### src/rtl/instr_fetch_ctrl.sv
// -----------------------------------------------------------------------------
// instr_fetch_ctrl
// Instruction fetch sequencer sitting between PC/redirect logic and a
// synchronous instruction memory with one cycle of read latency. It owns the
// program counter, drives the memory address every cycle, and hands
// (instruction, pc) pairs to decode over a valid/ready handshake. A one-entry
// skid buffer absorbs decode back-pressure so that out_ready never reaches
// mem_addr combinationally.
//
// Ports:
//   clk            rising-edge clock
//   rst_n          asynchronous active-low reset
//   enable         1 = issue new fetches, 0 = freeze issue (buffered data drains)
//   redirect_valid flush everything and restart fetch at redirect_pc
//   redirect_pc    restart address, bits [1:0] ignored
//   mem_addr       instruction memory address
//   mem_data       instruction memory read data (address of previous edge)
//   out_valid      instruction available to decode
//   out_ready      decode accepts this cycle
//   out_instr      instruction word
//   out_pc         address of out_instr
// -----------------------------------------------------------------------------
module instr_fetch_ctrl #(
    parameter int unsigned          WORD_SIZE = 32,
    parameter logic [WORD_SIZE-1:0] RESET_PC  = 32'h0000_0000
) (
    input  logic                 clk,
    input  logic                 rst_n,
    input  logic                 enable,
    input  logic                 redirect_valid,
    input  logic [WORD_SIZE-1:0] redirect_pc,
    output logic [WORD_SIZE-1:0] mem_addr,
    input  logic [WORD_SIZE-1:0] mem_data,
    output logic                 out_valid,
    input  logic                 out_ready,
    output logic [WORD_SIZE-1:0] out_instr,
    output logic [WORD_SIZE-1:0] out_pc
);

    localparam logic [WORD_SIZE-1:0] PC_STEP = {{(WORD_SIZE-3){1'b0}}, 3'b100};

    logic [WORD_SIZE-1:0] fetch_pc_r;   // next address to issue
    logic                 inf_v_r;      // request whose data is on mem_data now
    logic [WORD_SIZE-1:0] inf_pc_r;
    logic                 sk_v_r;       // skid entry (older than the in-flight one)
    logic [WORD_SIZE-1:0] sk_instr_r;
    logic [WORD_SIZE-1:0] sk_pc_r;

    logic                 issue_s;
    logic                 fire_s;

    // Output selection, handshake and memory address steering.
    always_comb begin
        out_valid = 1'b0;
        out_instr = mem_data;
        out_pc    = inf_pc_r;
        issue_s   = 1'b0;
        fire_s    = 1'b0;
        mem_addr  = fetch_pc_r;

        // The skid entry is always the oldest pending instruction.
        if (sk_v_r) begin
            out_instr = sk_instr_r;
            out_pc    = sk_pc_r;
        end else begin
            out_instr = mem_data;
            out_pc    = inf_pc_r;
        end

        out_valid = (sk_v_r | inf_v_r) & ~redirect_valid;
        fire_s    = out_valid & out_ready;

        // Issue depends only on enable, skid occupancy and redirect, never on
        // out_ready, which keeps decode back-pressure off the address path.
        issue_s = enable & ~sk_v_r & ~redirect_valid;

        // Without a new issue the in-flight address is replayed so mem_data
        // keeps presenting the same word next cycle.
        if (inf_v_r && !issue_s) begin
            mem_addr = inf_pc_r;
        end else begin
            mem_addr = fetch_pc_r;
        end
    end

    // PC, in-flight and skid state: redirect beats issue beats hold.
    always_ff @(posedge clk or negedge rst_n) begin
        if (!rst_n) begin
            fetch_pc_r <= RESET_PC;
            inf_v_r    <= 1'b0;
            inf_pc_r   <= '0;
            sk_v_r     <= 1'b0;
            sk_instr_r <= '0;
            sk_pc_r    <= '0;
        end else if (redirect_valid) begin
            fetch_pc_r <= {redirect_pc[WORD_SIZE-1:2], 2'b00};
            inf_v_r    <= 1'b0;
            sk_v_r     <= 1'b0;
        end else if (issue_s) begin
            inf_pc_r   <= fetch_pc_r;
            fetch_pc_r <= fetch_pc_r + PC_STEP;
            inf_v_r    <= 1'b1;
            // The word on mem_data is about to be overwritten; park it if
            // decode is not taking it this cycle (ONE -> FULL).
            if (inf_v_r && !fire_s) begin
                sk_v_r     <= 1'b1;
                sk_instr_r <= mem_data;
                sk_pc_r    <= inf_pc_r;
            end else begin
                sk_v_r     <= sk_v_r;
            end
        end else if (sk_v_r) begin
            // FULL: draining the skid leaves the replayed in-flight word.
            if (fire_s) begin
                sk_v_r <= 1'b0;
            end else begin
                sk_v_r <= sk_v_r;
            end
        end else if (inf_v_r) begin
            // ONE with issue frozen: the last word leaves and we go EMPTY.
            if (fire_s) begin
                inf_v_r <= 1'b0;
            end else begin
                inf_v_r <= inf_v_r;
            end
        end else begin
            fetch_pc_r <= fetch_pc_r;
        end
    end

endmodule
### config.mk
export PLATFORM = sky130hd
export DESIGN_NAME = instr_fetch_ctrl
export DESIGN_NICKNAME = d
export VERILOG_FILES = /design/src/rtl/instr_fetch_ctrl.sv
export SDC_FILE = /design/constraint.sdc
export NUM_CORES = 1
export LEC_CHECK = 0
export CORE_MARGIN = 2
export CORE_UTILIZATION = 40
export CTS_BUF_LIST = sky130_fd_sc_hd__clkbuf_8 sky130_fd_sc_hd__clkbuf_16
export DETAILED_ROUTE_END_ITERATION = 8
export PLACE_DENSITY = 0.78
export SYNTH_ARGS = -nofsm -noshare
export SYNTH_HDL_FRONTEND = slang
export SYNTH_SLANG_ARGS = --single-unit
### constraint.sdc
create_clock -name clk -period 4.8 [get_ports clk]
set_input_delay 0.48 -clock clk [delete_from_list [all_inputs] [get_ports clk]]
set_output_delay 0.48 -clock clk [all_outputs]
set_load 0.01 [all_outputs]
==> flow_metrics.env, run 1 <==
export IMPL_status="finished clean"
export IMPL_cts_tree="built"
export IMPL_drc=0
export IMPL_finalCriticalPeriod_ns=3.72
export IMPL_maxCapViolCount=0
export IMPL_hold_path_class="reg -> reg"
export IMPL_num_antenna_cells=0
export IMPL_fp_dieH_um=131
export IMPL_grt_use_total=0.193
export IMPL_ant_nets=0
export IMPL_r2r_start="sk_v_r"
export IMPL_p_leak_nw=3.51
export IMPL_grt_pass1_vias=5069
export IMPL_arrival_ns=3.24
export IMPL_cts_sinks=124
export IMPL_clock_power_share=0.351
export IMPL_hold_violations=0
export IMPL_synth_edf_count=0
export IMPL_path_buf_inv=3
export IMPL_drive_gt1_frac=0.331
export IMPL_switching_share=0.261
export IMPL_grt_pass1_wl_mm=26.6
export IMPL_startpoint="enable"
export IMPL_crit_slowest_cell="o21ai_4"
export IMPL_tightest_slew_ns=0.951
export IMPL_synth_flop_cell="dfrtp_1"
export IMPL_crit_path_max_incr_delay_ns=0.79
export IMPL_dp_hpwl_mm=10.9
export IMPL_final_util=0.555
export IMPL_rsz0062_at_grt="no"
export IMPL_finalSetupViolations=0
export IMPL_combPwrFrac=0.226
export IMPL_antenna_found_initial=0
export IMPL_cp_end_kind="output port"
export IMPL_fin_area_sq_mm=0.00879
export IMPL_drt_initial_drc_count=212
export IMPL_synth_cell_types=38
export IMPL_syn_avg_cell_area_sq_um=12.2
export IMPL_syn_cell_area_sq_mm=0.00647
export IMPL_path_delay_family="buffers and inverters"
export IMPL_io_pins=166
export IMPL_clk_pin_slew_ns=0.05
export IMPL_pwr_density_cell_mw_per_mm2=391
export IMPL_grt_overflow=0
export IMPL_crit_type="in -> out"
export IMPL_cp_max_fo=22
export IMPL_wl_met1_mm=6.70
export IMPL_peakVddDrop_uv=219
export IMPL_grt_max_degree=68
export IMPL_hp_start="sk_pc_r[20]"
export IMPL_synth_seq_cells=124
export IMPL_post_dp_cell_area_sq_mm=0.00823
export IMPL_via_per_inst=5.36
export IMPL_met3_wirelength_um=723
export IMPL_seq_power_share=0.423
export IMPL_hold_ws_ns=0.498
export IMPL_seq_area_frac_synth=0.480
export IMPL_die_area_sq_mm=0.0172
export IMPL_gp_congestion=0.808
export IMPL_vias=4860
export IMPL_cts_max_level=4
export IMPL_nets=750
export IMPL_setup_tns_ns=0
export IMPL_initial_core_util=0.409
export IMPL_slew_headroom=0.366
export IMPL_drtPass1Iterations=4
export IMPL_routed_wl_met2_mm=8.22
export IMPL_path_cells="clkdlybuf4s50_1 > nand2b_1 > o21ai_4 > buf_4 > mux2_2 > clkdlybuf4s50_1"
export IMPL_cts_resized=0
export IMPL_cts_setup_buffers=0
export IMPL_synthArstFlopShare=1.00
export IMPL_cts_max_path_buffers=2
export IMPL_p_sw_w=0.000897
export IMPL_timing_critical_path_mode_cell="clkdlybuf4s50_1"
export IMPL_critPathLaunchType="input pin"
export IMPL_critPathRequiredTime_ns=4.32
export IMPL_highest_layer="met4"
export IMPL_synthCells=531
export IMPL_clock_latency_ns=0.41
export IMPL_drt_wirelength_per_cell_um=17.6
export IMPL_yosys_warnings=0
export IMPL_skew_ns=0.00839
export IMPL_root_buffer="clkbuf_16"
export IMPL_fmax_ghz=0.269
export IMPL_port_buffers=159
export IMPL_fin_crit_sh=0.776
export IMPL_cellInternalPower_w=0.00254
export IMPL_rows=46
export IMPL_cts_buffers=17
export IMPL_drv_slew=0
export IMPL_syn2layout_area_growth_pct=35.9
export IMPL_core_area_sq_mm=0.0158
export IMPL_wl_mm=16.0
export IMPL_die_w_um=131
==> path summary, 6_finish.rpt <==
path                                   to  slack, ns  cells after the start
max reg2reg                fetch_pc_r[26]       2.35                      5
max                          mem_addr[17]       1.08                      6
min                           sk_pc_r[20]       0.50                      1
max in group asynchronous     sk_pc_r[30]       3.29                      3
min in group asynchronous     sk_pc_r[13]       0.52                      2
min reg2reg                   sk_pc_r[20]       0.50                      1
==> Yosys cell counts, types with 3 or more instances <==
cell type,n,area share
buf_2,5,0.0039
a31oi_1,14,0.014
nor3_1,4,0.0031
nor2_1,22,0.013
o31ai_1,13,0.015
nand2_1,25,0.015
o21ai_0,15,0.012
mux2_2,185,0.32
nand4_1,10,0.0097
buf_4,4,0.0046
xor2_1,3,0.0041
clkbuf_1,27,0.016
dfrtp_1,124,0.48
inv_1,7,0.0041
nand3_1,12,0.0093
or4_1,16,0.019
and4_1,3,0.0041
xnor2_1,10,0.014
nor4_1,6,0.0058
==> state kept, by name, indices dropped and copies added (netlist names) <==
register / flops
inf_pc_r: 30
sk_instr_r: 32
fetch_pc_r: 30
sk_pc_r: 30
inf_v_r: 1
sk_v_r: 1
==> cells by family after synthesis <==
family,share of synthesized area
other cells,0.000580
simple gates,0.0969
compound gates,0.0470
mux,0.324
buf+inv,0.0323
flops,0.480
fa+ha+maj,0.00193
xor+xnor,0.0176
==> power groups by stage <==
stage / clock [W] / combinational [W] / sequential [W]
3_5_place_dp: 0 / 0.000780 / 0.00147
2_1_floorplan: 0 / 0.000452 / 0.00140
4_1_cts: 0.00124 / 0.000788 / 0.00145
6_report: 0.00120 / 0.000775 / 0.00145
5_1_grt: 0.00128 / 0.000837 / 0.00149
3_3_place_gp: 0 / 0.000757 / 0.00145
==> cells in the final DEF (no fill, tap or decap), types with 2 or more instances in the layout <==
| cell type | n |
|---|---|
| mux2_2 | 185 |
| a31oi_1 | 14 |
| clkdlybuf4s50_1 | 158 |
| or4_4 | 2 |
| or2_2 | 2 |
| conb_1 | 4 |
| o31ai_1 | 13 |
| and3_1 | 2 |
| buf_4 | 7 |
| xnor2_1 | 10 |
| dfrtp_1 | 123 |
| clkbuf_16 | 17 |
| nor3_1 | 4 |
| o211ai_1 | 2 |
| nand4_1 | 10 |
| nor2_1 | 21 |
| bufinv_16 | 2 |
| inv_1 | 10 |
| nand2_1 | 25 |
| or4_1 | 16 |
| and4_1 | 3 |
| o21ai_0 | 14 |
| nor4_1 | 6 |
| clkinv_2 | 6 |
| or3_1 | 2 |
| a21oi_1 | 2 |
| nand3_1 | 11 |
| xor2_1 | 3 |
==> repair_timing <==
item | in CTS | in global routing
hold buffers | 1 | 0
endpoints found under the hold margin | 26 | 0
endpoints found under the setup margin | 0 | 0
==> metrics by stage <==
step / power (W) / instances / setup WS [ns]
after floorplan: 0.00185 / 534 / 2.68
after global placement: 0.00220 / 876 / 1.16
after detailed placement: 0.00225 / 876 / 1.05
after CTS: 0.00348 / 907 / 1.06
after global routing: 0.00361 / 907 / 0.955
final: 0.00343 / 907 / 1.08
==> per-layer routing <==
metal	vias up	GRT usage
li1	2265	-
met1	2430	0.233
met2	139	0.335
met3	26	0.0471
met4	0	0.0707
met5	-	0
==> final cells by class <==
type                    instances  area (sq um)
fillers                      1349          7040
clock buffers                  18           439
multi-input cells             364          3200
well taps                     216           270
flip-flops and latches        124          3100
inverters                       7          26.3
repair buffers                166          1640
clock inverters                12           109
(Power assumes the default switching activity.)
==> inputs of run 2 (changes only) <==
==> constraint.sdc (replaced) <==
create_clock -name clk -period 3.8 [get_ports clk]
set_input_delay 0.38 -clock clk [delete_from_list [all_inputs] [get_ports clk]]
set_output_delay 0.38 -clock clk [all_outputs]
set_load 0.01 [all_outputs]
==> run 2 against run 1 <==
Critical path depth shrank 1. Clock skew shrank 0.0011 ns. Sequential cell count is the same. Hold slack lost 0.42 ns. Register-to-register slack lost 1.1 ns. Clock-buffer cell count grew 2. Sequential share of layout area grew 0.13 points. Design area shrank 0.37%. Clock power grew 16%. Critical path type is now reg -> out. Highest routed layer unchanged.
==> flow_metrics.env, run 2 (synthesis gave the netlist of run 1 again) <==
export IMPL_num_antenna_cells=0
export IMPL_die_w_um=131
export IMPL_fp_dieH_um=131
export IMPL_cp_end_kind="output port"
export IMPL_reg2regPathDepth=5
export IMPL_slew_headroom=0.364
export IMPL_cts_max_level=4
export IMPL_fmax_ghz=0.321
export IMPL_drtPass1Iterations=4
export IMPL_cts_tree="built"
export IMPL_die_area_sq_mm=0.0172
export IMPL_clock_latency_ns=0.42
export IMPL_arrival_ns=2.74
export IMPL_setup_tns_ns=0
export IMPL_cts_sinks=124
export IMPL_nFillCells=1284
export IMPL_finalCriticalPeriod_ns=3.12
export IMPL_drc=0
export IMPL_postCtsHoldBufs=0
export IMPL_drv_slew=0
export IMPL_r2r_end="sk_instr_r[18]"
export IMPL_syn2layout_area_growth_pct=35.4
export IMPL_core_area_sq_mm=0.0158
export IMPL_cts_resized=0
export IMPL_pwr_density_cell_mw_per_mm2=480
export IMPL_wl_mm=15.7
export IMPL_critPathRequiredTime_ns=3.42
export IMPL_initial_core_util=0.409
export IMPL_via_per_inst=5.33
export IMPL_crit_type="reg -> out"
export IMPL_ant_nets=0
export IMPL_grt_pass1_wl_mm=25.8
export IMPL_hold_path_class="in -> async"
export IMPL_final_common_cell="mux2_2"
export IMPL_drt_initial_drc_count=224
export IMPL_rrSetupSlack_ns=1.24
export IMPL_mostFrequentLayoutCells="185 x mux2_2, 158 x clkdlybuf4s50_1, 123 x dfrtp_1"
export IMPL_startpoint="sk_v_r"
export IMPL_nets=749
export IMPL_tightest_slew_ns=0.954
export IMPL_root_buffer="clkbuf_16"
export IMPL_fin_crit_sh=0.820
export IMPL_port_buffers=159
export IMPL_cts_max_path_buffers=2
export IMPL_clk_pin_slew_ns=0.05
export IMPL_grt_overflow=0
export IMPL_critPathLaunchType="register"
export IMPL_layoutNonFillerInstCount=904
export IMPL_cts_buffers=17
export IMPL_rsz0062_at_grt="no"
export IMPL_grt_max_degree=67
export IMPL_endpoint="mem_addr[29]"
export IMPL_setup_slack_ns=0.682
export IMPL_cp_max_fo=22
export IMPL_skew_ns=0.00733
export IMPL_largest_reg_flops=32
export IMPL_r2r_start="sk_v_r"
export IMPL_io_pins=166
export IMPL_gp_congestion=0.809
export IMPL_grt_pass1_vias=5002
export IMPL_final_util=0.553
export IMPL_drt_wirelength_per_cell_um=17.4
export IMPL_p_leak_nw=3.50
export IMPL_grt_use_total=0.186
export IMPL_cts_setup_buffers=0
export IMPL_rows=46
export IMPL_drive_gt1_frac=0.327
export IMPL_status="finished clean"
export IMPL_dp_hpwl_mm=10.7
export IMPL_vias=4818
export IMPL_maxCapViolCount=0
export IMPL_pre_cts_ws_ns=0.867
export IMPL_finalSetupViolations=0
export IMPL_hold_violations=0
export IMPL_peakVddDrop_uv=289
export IMPL_largest_register="sk_instr_r"
export IMPL_post_place_cells=876
export IMPL_antenna_found_initial=0
## run 2: cell types whose count changed in the layout (fill, tap and decap cells not counted), moves of 2 or more
cell | previous run | this run
buf_4 | 7 | 5
buf_12 | 0 | 2
inv_1 | 10 | 12
clkinv_2 | 6 | 3
clkbuf_8 | 1 | 3
bufinv_16 | 2 | 0
## run 2: worst min path at each step
| stage | endpoint | start | slack [ns] | depth (start not counted) |
|---|---|---|---|---|
| floorplan | fetch_pc_r[10] | rst_n | 0.08 | 0 |
| global placement | sk_instr_r[0] | sk_instr_r[0] | 0.48 | 1 |
| detailed placement | sk_pc_r[22] | sk_pc_r[22] | 0.49 | 1 |
| CTS | sk_pc_r[9] | rst_n | 0.1 | 1 |
| global route | inf_pc_r[9] | rst_n | 0.15 | 1 |
| finish | sk_pc_r[10] | rst_n | 0.07 | 1 |
## run 2: layout make-up
cell class              count  area (sq um)  area share
well taps                 216           270      0.0309
flip-flops and latches    124          3100       0.354
inverters                   7          26.3     0.00300
clock buffers              20           467      0.0533
clock inverters             8          33.8     0.00386
repair buffers            165          1660       0.189
multi-input cells         364          3200       0.365
## run 2: stage by stage
step	hold slack (ns)	instance area, sq um	total power (W)
after CTS	0.0969	8760	0.00426
after global routing	0.148	8760	0.00441
final	0.0747	8760	0.00421
after detailed placement	0.488	8260	0.00284
after global placement	0.481	8260	0.00279
after floorplan	0.0844	6480	0.00234
## run 2: report_power, final
part / internal, W / switching, W
logic: 0.000628 / 0.000353
clock network: 0.000851 / 0.000539
registers: 0.00162 / 0.000213
## run 2: layer usage
layer | share of wire | global-route usage | vias up
met5 | 0 | 0 | -
met2 | 0.51 | 0.319 | 134
met1 | 0.43 | 0.233 | 2415
met3 | 0.042 | 0.0386 | 20
li1 | - | - | 2249
met4 | 0.016 | 0.0658 | 0
## run 2: critical path, stage by stage (launching register included)
cell and delay (ns):
dfrtp_2 0.57, nand2b_1 0.27, o21ai_4 0.37, buf_12 0.25, mux2_2 0.35, clkdlybuf4s50_1 0.51
==> RTL change 1 (flow settings as in run 2) <==
Make the reset (`rst_n`) synchronous in one clocked block. Comments in the files are not updated.
--- a/src/rtl/instr_fetch_ctrl.sv
+++ b/src/rtl/instr_fetch_ctrl.sv
@@ -86,3 +86,3 @@
     // PC, in-flight and skid state: redirect beats issue beats hold.
-    always_ff @(posedge clk or negedge rst_n) begin
+    always_ff @(posedge clk) begin
         if (!rst_n) begin
Formal check against the unedited RTL: differs if rst_n is asserted again (counterexample within 4 cycles, from zero or initial values and one cycle with rst_n low); with rst_n held inactive, the same outputs for 4 cycles.
==> RTL change 1 against run 2 <==
Setup slack improved by 0.0024 ns; area after synthesis fell by 0.43%; synthesized cell count rose by 42%; count of clock-buffer cells in the layout fell by 2; die area fell by 0.42%; final area fell by 0.70%; routed wire length rose by 13%; sequential cell count did not move; critical endpoint unchanged; largest cell class unchanged.
Power is not compared: it rests on default switching activity, and its combinational part moved more than twofold at a synthesized area within 25%.
==> RTL change 1: results (changes against run 2) <==
| Metric | Value |
|---|---|
| Run status | `finished, final reports clean` |
| Fraction of area in non-clock buffers | `19.68% (+0.74 points)` |
| Via count | `5808 (+21%)` |
| GRT met1 Usage | `26.21% (+2.9 points)` |
| Worst Tran Pin Value | `1.188 ns (+0.2345 ns)` |
| ClkCell Share | `6.058% (+0.34 points)` |
| Met1 wire length | `8143 um (+19%)` |
| Pin count of the biggest net entering global routing | `100 (+49%)` |
| Clk_buf instances | `18 (-10%)` |
| First-pass GRT wire length | `27630 um (+7.2%)` |
| Vias in the first global route | `5424 (+8.4%)` |
| Sequential fraction of total cell area | `28.59% (-6.9 points)` |
| Area of the multi-input gates | `3679 sq um (+15%)` |
| Logic inverters | `6 (-1)` |
| Commonest cells post-synth | `202 x nand2_1, 124 x dfxtp_1, 93 x a21boi_0, 92 x mux2_2, 50 x clkbuf_1` |
| Total GRT Usage | `20.69% (+2.1 points)` |
| Number of non-clock buffers in the layout | `172 (+4.2%)` |
| Initial Util | `40.68% (-0.17 points)` |
| CP max FO | `18 (-18%)` |
| Multi-input gates | `560 (+54%)` |
| Layout cells sized above 1 | `15.90% (-17 points)` |
| Worst R2R Path Depth | `7 (+2)` |
| Synth top area cells | `dfxtp_1 39%, mux2_2 16%, nand2_1 12%, a21boi_0 11%, clkbuf_1 2.9%` |
| Antenna violations before repair | `1 (+1)` |
| GR Util met2 | `34.56% (+2.7 points)` |
| Worst Clk Skew | `0.008764 ns (+0.001430 ns)` |
| Reg2Reg Setup Slack | `1.32 ns (+0.08 ns)` |
| Crit-path max cell delay | `0.50 ns (-0.07 ns)` |
| Top layer in use | `met5` |
| Worst min path class | `flop to flop` |
| Reg2reg start | `sk_v_r` |
| Ys async rst share | `0% (-100 points)` |
| Routed WL per cell | `16.05 um (-7.6%)` |
| Final Non-Filler Cells | `1109 (+23%)` |
| Mapped Avg Cell Area | `8.551 sq um (-30%)` |
| CP max stage cell | `clkdlybuf4s50_1` |
| CTS max path bufs | `2 (unchanged)` |
| Final Wtd Congestion | `0.7867 (-2.7%)` |
| Total Nets Final | `951 (+27%)` |
| Mux share of post-synthesis cell area | `16.09% (-16 points)` |
| Met3 Routed Length | `1186 um (+80%)` |
| # fillers | `1429 (+11%)` |
| Count of cell types in the netlist | `49 (+29%)` |
| Place WS | `0.6879 ns (-0.1792 ns)` |
| Dpl hpwl | `11660 um (+8.8%)` |
| Met3 Resource Use GR | `5.334% (+1.5 points)` |
| Worst hold slack | `0.4610 ns (+0.3863 ns)` |
| Compound-cell area share of the yosys netlist | `17.94% (+13 points)` |
| Seq/Total Area, Yosys | `38.55% (-9.4 points)` |
| WL met2 | `8184 um (+2.8%)` |
## RTL change 1: cell count changes in the layout (fill, tap and decap cells not counted), moves of 7 or more
cell / change
a21boi_0: +93
buf_4: +7
dfrtp_1: -123
dfxtp_1: +123
mux2_2: -93
nand2_1: +177
nor2_1: -17
or4_1: -9
## RTL change 1: worst max path at each step
| stage | startpoint | endpoint | slack, ns |
|---|---|---|---|
| global placement | enable | mem_addr[28] | 0.75 |
| floorplan | sk_v_r | mem_addr[10] | 1.72 |
| CTS | enable | mem_addr[29] | 0.69 |
| global route | enable | mem_addr[29] | 0.61 |
| finish | enable | mem_addr[29] | 0.68 |
| detailed placement | enable | mem_addr[29] | 0.69 |
## RTL change 1: power breakdown
group | internal [mW] | switching, mW | total [mW]
sequential | 1.34 | 0.0528 | 1.39
clock | 0.892 | 0.562 | 1.45
combinational | 0.243 | 0.167 | 0.409
total | 2.47 | 0.782 | 3.25
==> RTL change 2 (flow settings as in run 2) <==
Made on the original files. `WORD_SIZE`: 32 -> 64.
--- a/src/rtl/instr_fetch_ctrl.sv
+++ b/src/rtl/instr_fetch_ctrl.sv
@@ -23,3 +23,3 @@
 module instr_fetch_ctrl #(
-    parameter int unsigned          WORD_SIZE = 32,
+    parameter int unsigned          WORD_SIZE = 64,
     parameter logic [WORD_SIZE-1:0] RESET_PC  = 32'h0000_0000
Ports: changed (5 resized); port bits go from 166 to 326. The function was not compared with the original's and may differ.
==> RTL change 2 against run 2 <==
Setup slack got worse by 0.22 ns; critical path depth is the same; via count increased by 110%; power up 99%; combinational power up 100%; final area rose by 100%; routed wire length up 130%; area after synthesis up 100%; sequential cell count grew 128.
==> RTL change 2: results (changes against run 2) <==
| Metric | Value |
|---|---|
| Vias in the first global route | `10110 (+100%)` |
| CTS Hold Bufs | `1 (+1)` |
| Clk_lat worst skew | `0.53 ns (+0.11 ns)` |
| Routed WL per cell | `19.54 um (+12%)` |
| PnR worst setup slack | `0.4601 ns (-0.2224 ns)` |
| Level count of the clock H-tree | `1 (-3)` |
| Commonest cells post-synth | `377 x mux2_2, 252 x dfrtp_1, 68 x nand2_1, 64 x clkbuf_1, 48 x o21ai_0` |
| Worst path arrival time | `2.96 ns (+0.22 ns)` |
| Dpl hpwl | `25140 um (+130%)` |
| Worst Setup EP | `mem_addr[58]` |
| Worst Clk Skew | `0.01032 ns (+0.002983 ns)` |
| Initial DRC count | `564 (+150%)` |
| DP Area | `16750 sq um (+100%)` |
| Seq/Total Area, Yosys | `48.41% (+0.43 points)` |
| First-pass GRT wire length | `56320 um (+120%)` |
| RR Endpoint | `fetch_pc_r[38]` |
| CP max stage cell | `dfrtp_4` |
| Worst hold slack | `0.4044 ns (+0.3297 ns)` |
| Internal power | `6.101 mW (+97%)` |
| Run status | `finished, final reports clean` |
| CTS max path bufs | `3 (+1)` |
| Worst ir drop on vdd | `0.0003129 V (+8.3%)` |
| Antenna violations before repair | `2 (+2)` |
| Worst R2R Path Depth | `6 (+1)` |
| Leak pwr | `7.086 nW (+100%)` |
| Synth top area cells | `dfrtp_1 48%, mux2_2 33%, nand2_1 2.0%, o21ai_0 1.8%, clkbuf_1 1.8%` |
| Worst min path class | `input pin to flop` |
| Reg2Reg Setup Slack | `0.96 ns (-0.28 ns)` |
| Total Nets Final | `1519 (+100%)` |
| DRT Pass-1 Iters | `5 (+1)` |
| Crit-path max cell delay | `0.62 ns (+0.05 ns)` |
| Drt total wl | `36140 um (+130%)` |
| Mapped Avg Cell Area | `12.05 sq um (-1.1%)` |
| Worst Tran Pin Value | `1.045 ns (+0.09158 ns)` |
| Total GRT Usage | `20.91% (+2.3 points)` |
| CTS buffer count | `29 (+12)` |
==> RTL change 2: cell count changes in the layout (fill, tap and decap cells not counted), moves of 9 or more <==
| cell | before | now |
|---|---|---|
| or3_1 | 2 | 17 |
| nand2_1 | 25 | 68 |
| nand3_1 | 11 | 29 |
| o21ai_0 | 14 | 48 |
| xor2_1 | 3 | 17 |
| and3_1 | 2 | 11 |
| nand4_1 | 10 | 30 |
| mux2_2 | 185 | 377 |
| nor2_1 | 21 | 31 |
| clkbuf_16 | 17 | 29 |
| dfrtp_1 | 123 | 251 |
| buf_4 | 5 | 19 |
| clkdlybuf4s50_1 | 158 | 317 |
==> RTL change 2: layout make-up <==
type,count,area [sq um]
clock buffers,35,808.3
flip-flops and latches,252,6310
repair buffers,343,3426
multi-input cells,754,6456
well taps,442,553.0
diodes,2,5.005
fillers,2709,14600
inverters,5,18.77
clock inverters,17,112.6
==> RTL change 2: cells by family (layout without fill, tap and decap cells) <==
kind of cell             Yosys count  in the layout  synth area share (%)
AO/OA/AOI/OAI                     91             91                 4.102
XOR/XNOR                          31             31                 2.085
adder cells (fa/ha/maj)            1              1               0.09605
buffers and inverters             78            400                 2.392
flip-flops                       252            252                 48.42
multiplexers                     380            380                 32.82
other                              1              6               0.02879
AND/OR/NAND/NOR                  247            247                 10.06
==> RTL change 2: per-layer routing <==
layer	vias up	GRT usage, %	part of all wire, %
met2	347	35.16	49
met1	4983	27.77	42
met5	-	0	0
met4	0	5.792	2.1
li1	4587	-	-
met3	46	3.655	6.8
==> RTL change 2: power groups by stage <==
stage	Sequential [mW]	Combinational (mW)	Clock, mW
6_report	3.71	1.98	2.66
2_1_floorplan	3.59	1.12	0
5_1_grt	3.79	2.13	2.86
4_1_cts	3.70	2.01	2.75
3_3_place_gp	3.69	1.94	0
3_5_place_dp	3.74	1.99	0
